===== src/rtl/stack_sequencer_if.sv =====
// Opcode handshake between the instruction decoder (master) and stack_sequencer (slave).
interface stack_sequencer_if #(
  parameter int DW = 16
) ();
  logic          op_valid;
  logic          op_ready;
  logic [2:0]    op_code;
  logic [DW-1:0] op_lit;
  logic          done;
  logic [DW-1:0] result;

  modport master (
    output op_valid, op_code, op_lit,
    input  op_ready, done, result
  );

  modport slave (
    input  op_valid, op_code, op_lit,
    output op_ready, done, result
  );
endinterface


===== src/rtl/stack_sequencer.sv =====
// Sequencer driving a 32-word top/next-window stack, one primitive per handshake.
// Define STACK_SEQ_CLEAR_EN to turn op_code 7 into CLR (pops the whole stack) instead of illegal.
module stack_sequencer #(
  parameter int DW = 16,
  parameter int DEPTH = 32,
  localparam int AW = $clog2(DEPTH) + 1
) (
  input  logic           clk,
  input  logic           rst,
  stack_sequencer_if.slave op_if,
  output logic [AW-1:0]  depth,
  output logic [1:0]     err_code,
  input  logic           err_clr,
  output logic           stk_pop,
  output logic           stk_push,
  output logic           stk_w_tos,
  output logic           stk_w_next,
  output logic [DW-1:0]  stk_top_in,
  output logic [DW-1:0]  stk_next_in,
  input  logic [DW-1:0]  stk_top,
  input  logic [DW-1:0]  stk_next
);

  typedef enum logic [2:0] {
    OP_NOP, OP_LIT, OP_DROP, OP_DUP, OP_SWAP, OP_OVER, OP_ADD, OP_CLR
  } opcode_e;

`ifdef STACK_SEQ_CLEAR_EN
  typedef enum logic [2:0] {IDLE, EXEC, SETTLE, FAULT, CLRLOOP} state_e;
`else
  typedef enum logic [2:0] {IDLE, EXEC, SETTLE, FAULT} state_e;
`endif

  localparam logic [AW-1:0] DMAX = AW'(DEPTH);
  localparam logic [AW-1:0] ONE  = AW'(1);
  localparam logic [AW-1:0] TWO  = AW'(2);

  state_e        state_q, state_d;
  logic [AW-1:0] depth_q, depth_d;
  logic [1:0]    err_q, err_d;
  opcode_e       op_q, op_d;
  logic [DW-1:0] lit_q, lit_d;
  logic [1:0]    fault_code;

  assign depth    = depth_q;
  assign err_code = err_q;

  // Underflow (1) is checked before overflow (2) for ops with both bounds.
  always_comb begin
    fault_code = 2'd0;
    case (opcode_e'(op_if.op_code))
      OP_LIT:  if (depth_q >= DMAX) fault_code = 2'd2;
      OP_DROP: if (depth_q < ONE) fault_code = 2'd1;
      OP_DUP: begin
        if (depth_q < ONE) fault_code = 2'd1;
        else if (depth_q >= DMAX) fault_code = 2'd2;
      end
      OP_SWAP, OP_ADD: if (depth_q < TWO) fault_code = 2'd1;
      OP_OVER: begin
        if (depth_q < TWO) fault_code = 2'd1;
        else if (depth_q >= DMAX) fault_code = 2'd2;
      end
      OP_CLR: begin
`ifndef STACK_SEQ_CLEAR_EN
        fault_code = 2'd3;
`endif
      end
      default: fault_code = 2'd0;
    endcase
  end

  always_ff @(posedge clk or posedge rst) begin
    if (rst) begin
      state_q <= IDLE;
      depth_q <= '0;
      err_q   <= '0;
      op_q    <= OP_NOP;
      lit_q   <= '0;
    end else begin
      state_q <= state_d;
      depth_q <= depth_d;
      err_q   <= err_d;
      op_q    <= op_d;
      lit_q   <= lit_d;
    end
  end

  always_comb begin
    state_d        = state_q;
    depth_d        = depth_q;
    op_d           = op_q;
    lit_d          = lit_q;
    err_d          = err_clr ? 2'd0 : err_q;
    op_if.op_ready = 1'b0;
    op_if.done     = 1'b0;
    op_if.result   = '0;
    stk_pop        = 1'b0;
    stk_push       = 1'b0;
    stk_w_tos      = 1'b0;
    stk_w_next     = 1'b0;
    stk_top_in     = '0;
    stk_next_in    = '0;

    case (state_q)
      IDLE: begin
        op_if.op_ready = !rst;
        if (op_if.op_valid) begin
          op_d  = opcode_e'(op_if.op_code);
          lit_d = op_if.op_lit;
          if (fault_code != 2'd0) begin
            state_d = FAULT;
            // First error wins, unless it is being cleared on this same edge.
            if (err_q == 2'd0 || err_clr) err_d = fault_code;
          end else begin
            state_d = EXEC;
          end
        end
      end

      EXEC: begin
        state_d = SETTLE;
        case (op_q)
          OP_LIT: begin
            stk_push   = 1'b1;
            stk_w_tos  = 1'b1;
            stk_top_in = lit_q;
            depth_d    = depth_q + ONE;
          end
          OP_DROP: begin
            stk_pop = 1'b1;
            depth_d = depth_q - ONE;
          end
          OP_DUP: begin
            stk_push   = 1'b1;
            stk_w_tos  = 1'b1;
            stk_top_in = stk_top;
            depth_d    = depth_q + ONE;
          end
          OP_SWAP: begin
            stk_w_tos   = 1'b1;
            stk_top_in  = stk_next;
            stk_w_next  = 1'b1;
            stk_next_in = stk_top;
          end
          OP_OVER: begin
            stk_push   = 1'b1;
            stk_w_tos  = 1'b1;
            stk_top_in = stk_next;
            depth_d    = depth_q + ONE;
          end
          OP_ADD: begin
            stk_pop    = 1'b1;
            stk_w_tos  = 1'b1;
            stk_top_in = stk_top + stk_next;
            depth_d    = depth_q - ONE;
          end
`ifdef STACK_SEQ_CLEAR_EN
          OP_CLR: if (depth_q != '0) state_d = CLRLOOP;
`endif
          default: ;
        endcase
      end

`ifdef STACK_SEQ_CLEAR_EN
      CLRLOOP: begin
        stk_pop = 1'b1;
        depth_d = depth_q - ONE;
        if (depth_q == ONE) state_d = SETTLE;
      end
`endif

      SETTLE, FAULT: begin
        op_if.done   = 1'b1;
        op_if.result = stk_top;
        state_d      = IDLE;
      end

      default: state_d = IDLE;
    endcase
  end

endmodule


===== src/flat_wrapper.sv =====
// flat-port wrapper written by rule: the top's interface ports become plain ports
module stack_sequencer_flat 
#(
  parameter int DW = 16,
  parameter int DEPTH = 32,
  localparam int AW = $clog2(DEPTH) + 1
)
  (clk, rst, depth, err_code, err_clr, stk_pop, stk_push, stk_w_tos, stk_w_next, stk_top_in, stk_next_in, stk_top, stk_next, op_if_op_valid, op_if_op_code, op_if_op_lit, op_if_op_ready, op_if_done, op_if_result);
  stack_sequencer_if #(.DW(DW)) op_if_i ();
  input  logic clk;
  input  logic rst;
  output logic [AW-1:0] depth;
  output logic [1:0] err_code;
  input  logic err_clr;
  output logic stk_pop;
  output logic stk_push;
  output logic stk_w_tos;
  output logic stk_w_next;
  output logic [DW-1:0] stk_top_in;
  output logic [DW-1:0] stk_next_in;
  input  logic [DW-1:0] stk_top;
  input  logic [DW-1:0] stk_next;
  input wire logic [$bits(op_if_i.op_valid)-1:0] op_if_op_valid;
  input wire logic [$bits(op_if_i.op_code)-1:0] op_if_op_code;
  input wire logic [$bits(op_if_i.op_lit)-1:0] op_if_op_lit;
  output wire logic [$bits(op_if_i.op_ready)-1:0] op_if_op_ready;
  output wire logic [$bits(op_if_i.done)-1:0] op_if_done;
  output wire logic [$bits(op_if_i.result)-1:0] op_if_result;
  assign op_if_i.op_valid = op_if_op_valid;
  assign op_if_i.op_code = op_if_op_code;
  assign op_if_i.op_lit = op_if_op_lit;
  assign op_if_op_ready = op_if_i.op_ready;
  assign op_if_done = op_if_i.done;
  assign op_if_result = op_if_i.result;
  stack_sequencer #(.DW(DW), .DEPTH(DEPTH)) u_core (.clk(clk), .rst(rst), .op_if(op_if_i), .depth(depth), .err_code(err_code), .err_clr(err_clr), .stk_pop(stk_pop), .stk_push(stk_push), .stk_w_tos(stk_w_tos), .stk_w_next(stk_w_next), .stk_top_in(stk_top_in), .stk_next_in(stk_next_in), .stk_top(stk_top), .stk_next(stk_next));
endmodule

===== config.mk =====
export PLATFORM = sky130hd
export DESIGN_NAME = stack_sequencer_flat
export DESIGN_NICKNAME = d
export VERILOG_FILES = /design/src/rtl/stack_sequencer_if.sv /design/src/rtl/stack_sequencer.sv /design/src/flat_wrapper.sv
export SDC_FILE = /design/constraint.sdc
export NUM_CORES = 1
export LEC_CHECK = 0
export CAP_MARGIN = 20
export CORE_MARGIN = 5
export CORE_UTILIZATION = 40
export CTS_BUF_LIST = sky130_fd_sc_hd__clkbuf_8
export DETAILED_ROUTE_END_ITERATION = 12
export GPL_ROUTABILITY_DRIVEN = 0
export GPL_TIMING_DRIVEN = 0
export PLACE_DENSITY_LB_ADDON = 0.08
export SLEW_MARGIN = 10
export SYNTH_ARGS = -nofsm -noshare
export SYNTH_HDL_FRONTEND = slang
export SYNTH_SLANG_ARGS = --single-unit

===== constraint.sdc =====
create_clock -name clk -period 2.2 [get_ports clk]
set_clock_uncertainty 0.05 [all_clocks]
set_input_delay 0.33 -clock clk [delete_from_list [all_inputs] [get_ports clk]]
set_output_delay 0.33 -clock clk [all_outputs]
set_load 0.05 [all_outputs]

; ---- Word level (Yosys, flattened, before mapping)
; Cells that the tools add are included.
[totals]
reg_bits = 30
in_bits = 55
word_cells = 72
[op_classes]
n_addsub = 3
n_lt_le_gt_ge = 3
eq_ne = 17
n_mux = 30
reduce_logical = 14
[op_table]
columns = operator, n
row1 = 16-bit two-way mux, 4
row2 = 16-bit one-hot mux with 4 select lines, 1
row3 = 3-bit == test (second input constant), 7
row4 = 3-bit by 2-bit == test with 1-bit output (second input constant), 6
row5 = 2-bit two-way mux, 9
row6 = 16-bit adder, 1
row7 = 1-bit two-way mux, 12
row8 = 2-bit one-hot mux with 6 select lines, 1
row9 = 6-bit one-hot mux with 2 select lines, 1
row10 = 3-bit by 1-bit == test with 1-bit output (second input constant), 3
row11 = 2-bit OR reduction, 4
row12 = 6-bit by 1-bit adder with 6-bit output (second input constant), 1
row13 = 6-bit greater-or-equal comparator (second input constant), 1
row14 = 6-bit by 1-bit less-than comparator with 1-bit output (second input constant), 1
row15 = 6-bit by 2-bit less-than comparator with 1-bit output (second input constant), 1
row16 = 3-bit one-hot mux with 2 select lines, 1
row17 = 6-bit by 1-bit subtractor with 6-bit output (second input constant), 1
row18 = 5-bit OR reduction, 1
row19 = 2-bit AND reduction, 2
row20 = 2-bit nonzero test, 2
row21 = 3-bit zero test, 1
row22 = 3-bit two-way mux, 1
row23 = 3-bit OR reduction, 1
row24 = 2-bit zero test, 1
row25 = other kinds (3), 3

; ---- Longest topological paths before layout
[depth]
word_depth = 8
mapped_depth = 9

; ---- Least setup slack after synthesis
; OpenSTA, ideal clock, no wires.
[synth_timing]
kind = input port to output port
startpoint = input stk_top[3]
endpoint = output stk_top_in[15]
arrival_time_ps = 2611
required_ps = 1820
setup_slack_ps = -791
cell_stages = 6
path_cell_list = ha_1 > o211ai_1 > o21ai_1 > a31oi_1 > o21a_1 > o311ai_1
[synth_between]
elab_chain_cells = 3
[synth_rtl]
columns = element, line
row1 = "start, declared", flat_wrapper.sv:21  ; input logic [DW-1:0] stk_top;
row2 = 16-bit adder, stack_sequencer.sv:154  ; stk_top_in = stk_top + stk_next;
row3 = 16-bit one-hot mux with 4 select lines, stack_sequencer.sv:122  ; case (op_q)
row4 = 16-bit two-way mux, stack_sequencer.sv:104  ; case (state_q)
row5 = "end, declared", flat_wrapper.sv:19  ; output logic [DW-1:0] stk_top_in;
; No other way between the ends.

; ---- Worst setup path after layout
[layout_timing]
startpoint = input stk_top[5]
endpoint = output stk_top_in[14]
; Same word-level chain as after synthesis.

==> results_dict.tcl <==
set metrics [dict create \
    status "finished, violations left" \
    violations "negative setup slack" \
    syn_inst 304 \
    path_class "in -> out" \
    postCtsHoldBufs 0 \
    critical_path_buf_inv_count 3 \
    fmax_ghz 0.398 \
    r2r_slack_ns 0.31 \
    rsz0062_at_grt "yes" \
    fp-row-count 30 \
    cts.sinks 29 \
    synthFlopType "dfrtp_1" \
    post-route-period-util_pct 114 \
    antenna_found_initial 0 \
    crit_path_cell_trace "dlygate4sd2_1 > ha_4 > o211ai_1 > a21oi_4 > buf_6 > o2111ai_2 > nand3_2 > xnor2_2 > o22ai_4 > buf_8" \
    placed_cell_area_mm2 0.00419 \
    holdCritPathClass "in -> async" \
    worst_slew_pin_slew_ns 0.668 \
    drt-total-wl_um 11700 \
    critPathArrivalTime_ns 2.13 \
    reg2reg_from "u_core.state_q[0]" \
    dpl_worst_slack_ns -1.40 \
    period_needed_ns 2.51 \
    synth.most_common_cell "and2_1" \
    start_util_pct 40.4 \
    clk_path_buf_depth 2 \
    p_leak_nw 2.23 \
    end_kind "primary output" \
    ys_seq_area_share_pct 26.9 \
    clock_latency_ns 0.28 \
    htreeDepth 2 \
    grt_pass1_vias 3210 \
    synthTopCellsByArea "dfrtp_1 27%, mux2_2 13%, ha_1 7.9%" \
    syn_area_mm2 0.00270 \
    fin_hold_ws_ns 0.329 \
    max_stage_delay_ns 0.33 \
    synth_fp_nets 377 \
    dieArea_mm2 0.00848 \
    die_h_um 92.1 \
    ys_ff_latch 29 \
    ioPinCount 117 \
    relSlewSlack_pct 55.4 \
    power_density_mw_per_mm2 1090 \
    cp-start-kind "input port" \
    worstPathMaxFanout 4 \
    utilization_pct 80.0 \
    total_power_mw 5.84 \
    critPathTopFamily "compound AO/OA/AOI/OAI gates" \
    ys_warn_count 0 \
    drc_errors 0 \
    synth-async-reset-ratio_pct 100 \
    synth-edff-count 0 \
    routed_via_density 5.88 \
    design_area_mm2 0.00534 \
    syn_avg_cell_area_um2 8.87 \
    fin_ws_ns -0.311 \
    cap_violations 0 \
    reg2regPathDepth 3 \
    coreArea_mm2 0.00668 \
    diodes 0 \
    hpwl_um 7040 \
    root_buffer "clkbuf_8" \
    synth.distinct_cells 49 \
    final-instance-count-excl-fill 547 \
    overflow 0 \
    path_clk_slew_ns 0.07 \
    fin_nets 539 \
    hold_viol 0 \
    ir_drop_mv 0.822 \
    dp_cells 500 \
    area_growth_pct 98.2 \
    drt_iter0_drc 196 \
    timing.rr.end "u_core.lit_q[13]" \
    cts_tree "done" \
    wl_per_cell_um 21.4 \
    drv_slew 0 \
    crit_required_ns 1.82 \
    grt_max_degree 30 \
    vias 3216 \
    setup_tns_ns -3.31 \
    setup_violations 32 \
    track_usage_pct 24.7 \
    synth.top_cell.area_share_pct 26.9 \
    grt_first_pass_wirelength_um 16700 \
    port_buffers 116 \
    cp_slowest_cell "ha_4" \
    drive_gt1_share_pct 55.2 \
    cts_made_buffers 5 \
    synth_top_area_cell "dfrtp_1" \
    yosys-top-cells-count "32 x and2_1, 31 x mux2_2, 29 x dfrtp_1, 19 x a21oi_1, 18 x nor2_1" \
    first_pass_iters 5 \
    die_w_um 92.1 \
    drtAntennaViolNets 0 \
]
-- power breakdown --
group	internal (mW)	total, mW	switching [mW]
Sequential	0.790	1.04	0.250
Clock	0.282	0.485	0.203
Combinational	1.86	4.32	2.46
Total	2.93	5.84	2.91
-- registers in the layout, indices dropped and copies added, names as in the netlist --
signal           flops
u_core.lit_q        16
u_core.depth         6
u_core.err_code      2
u_core.state_q       2
u_core.op_q          3
-- worst max-delay path by stage --
stage | from | end | slack [ns] | cells past startpoint
finish | stk_top[5] | stk_top_in[14] | -0.31 | 10
floorplan | u_core.op_q[1] | stk_top_in[1] | -0.18 | 6
detailed placement | stk_top[0] | stk_top_in[12] | -1.40 | 11
CTS | stk_next[0] | stk_top_in[12] | -0.17 | 11
global placement | stk_top[0] | stk_top_in[12] | -1.38 | 11
global route | stk_top[5] | stk_top_in[14] | -0.37 | 10
-- final cells by class --
| type | count | area, µm² |
|---|---|---|
| repair buffers | 158 | 1640 |
| clock buffers | 7 | 96.3 |
| inverters | 10 | 43.8 |
| clock inverters | 1 | 5.00 |
| multi-input cells | 248 | 2580 |
| plain buffers | 14 | 149 |
| fillers | 400 | 1340 |
| flip-flops and latches | 29 | 727 |
| well taps | 80 | 100 |
-- placed cells by master (no fill, tap or decap), types with 4 or more instances in the layout --
master,instances
a21o_1,5
a21oi_1,8
a21oi_2,8
a21oi_4,4
a222oi_1,4
a22oi_1,7
and2_1,16
and2_4,16
buf_2,5
buf_4,29
buf_6,34
buf_8,25
clkbuf_2,5
clkbuf_8,8
clkdlybuf4s15_2,13
clkdlybuf4s50_1,32
dfrtp_1,28
dlygate4sd2_1,20
ha_4,15
inv_1,6
mux2_2,31
nand2_1,15
nor2_1,12
nor2_4,5
o21ai_0,6
o21ai_2,4
o22ai_4,6
xnor2_1,7
xnor2_2,4
xor2_1,5
-- cells by family (layout without fill, tap and decap cells) --
| family | Yosys count | after routing | share of synthesized area, % |
|---|---|---|---|
| mux | 32 | 32 | 13.3 |
| buf+inv | 27 | 190 | 4.55 |
| compound gates | 85 | 85 | 20.9 |
| fa+ha+maj | 18 | 18 | 8.63 |
| simple gates | 94 | 94 | 19.5 |
| flops | 29 | 29 | 26.9 |
| xor+xnor | 19 | 19 | 6.17 |
-- routing by layer --
layer	vias to the layer above	wire length [µm]	global-route usage, %
met5	-	0	0
met4	0	497	8.91
met3	41	686	3.12
met2	153	5760	41.8
met1	1565	4750	32.2
li1	1457	-	-
-- worst reg2reg max path, stage by stage, from the launching register on --
cell and delay [ns]:
dfrtp_1 0.42, nor3b_1 0.57, buf_2 0.37, mux2_2 0.37
-- repair_timing --
| item | CTS | global route |
|---|---|---|
| pin swaps | 49 | 32 |
| resized for setup | 439 | 96 |
| endpoints found under the setup margin | 54 | 37 |
| hold endpoints to repair | 0 | 0 |
| buffers inserted | 31 | 9 |
| cloned | 0 | 2 |
Note: power is estimated with default switching activity, not from simulation.
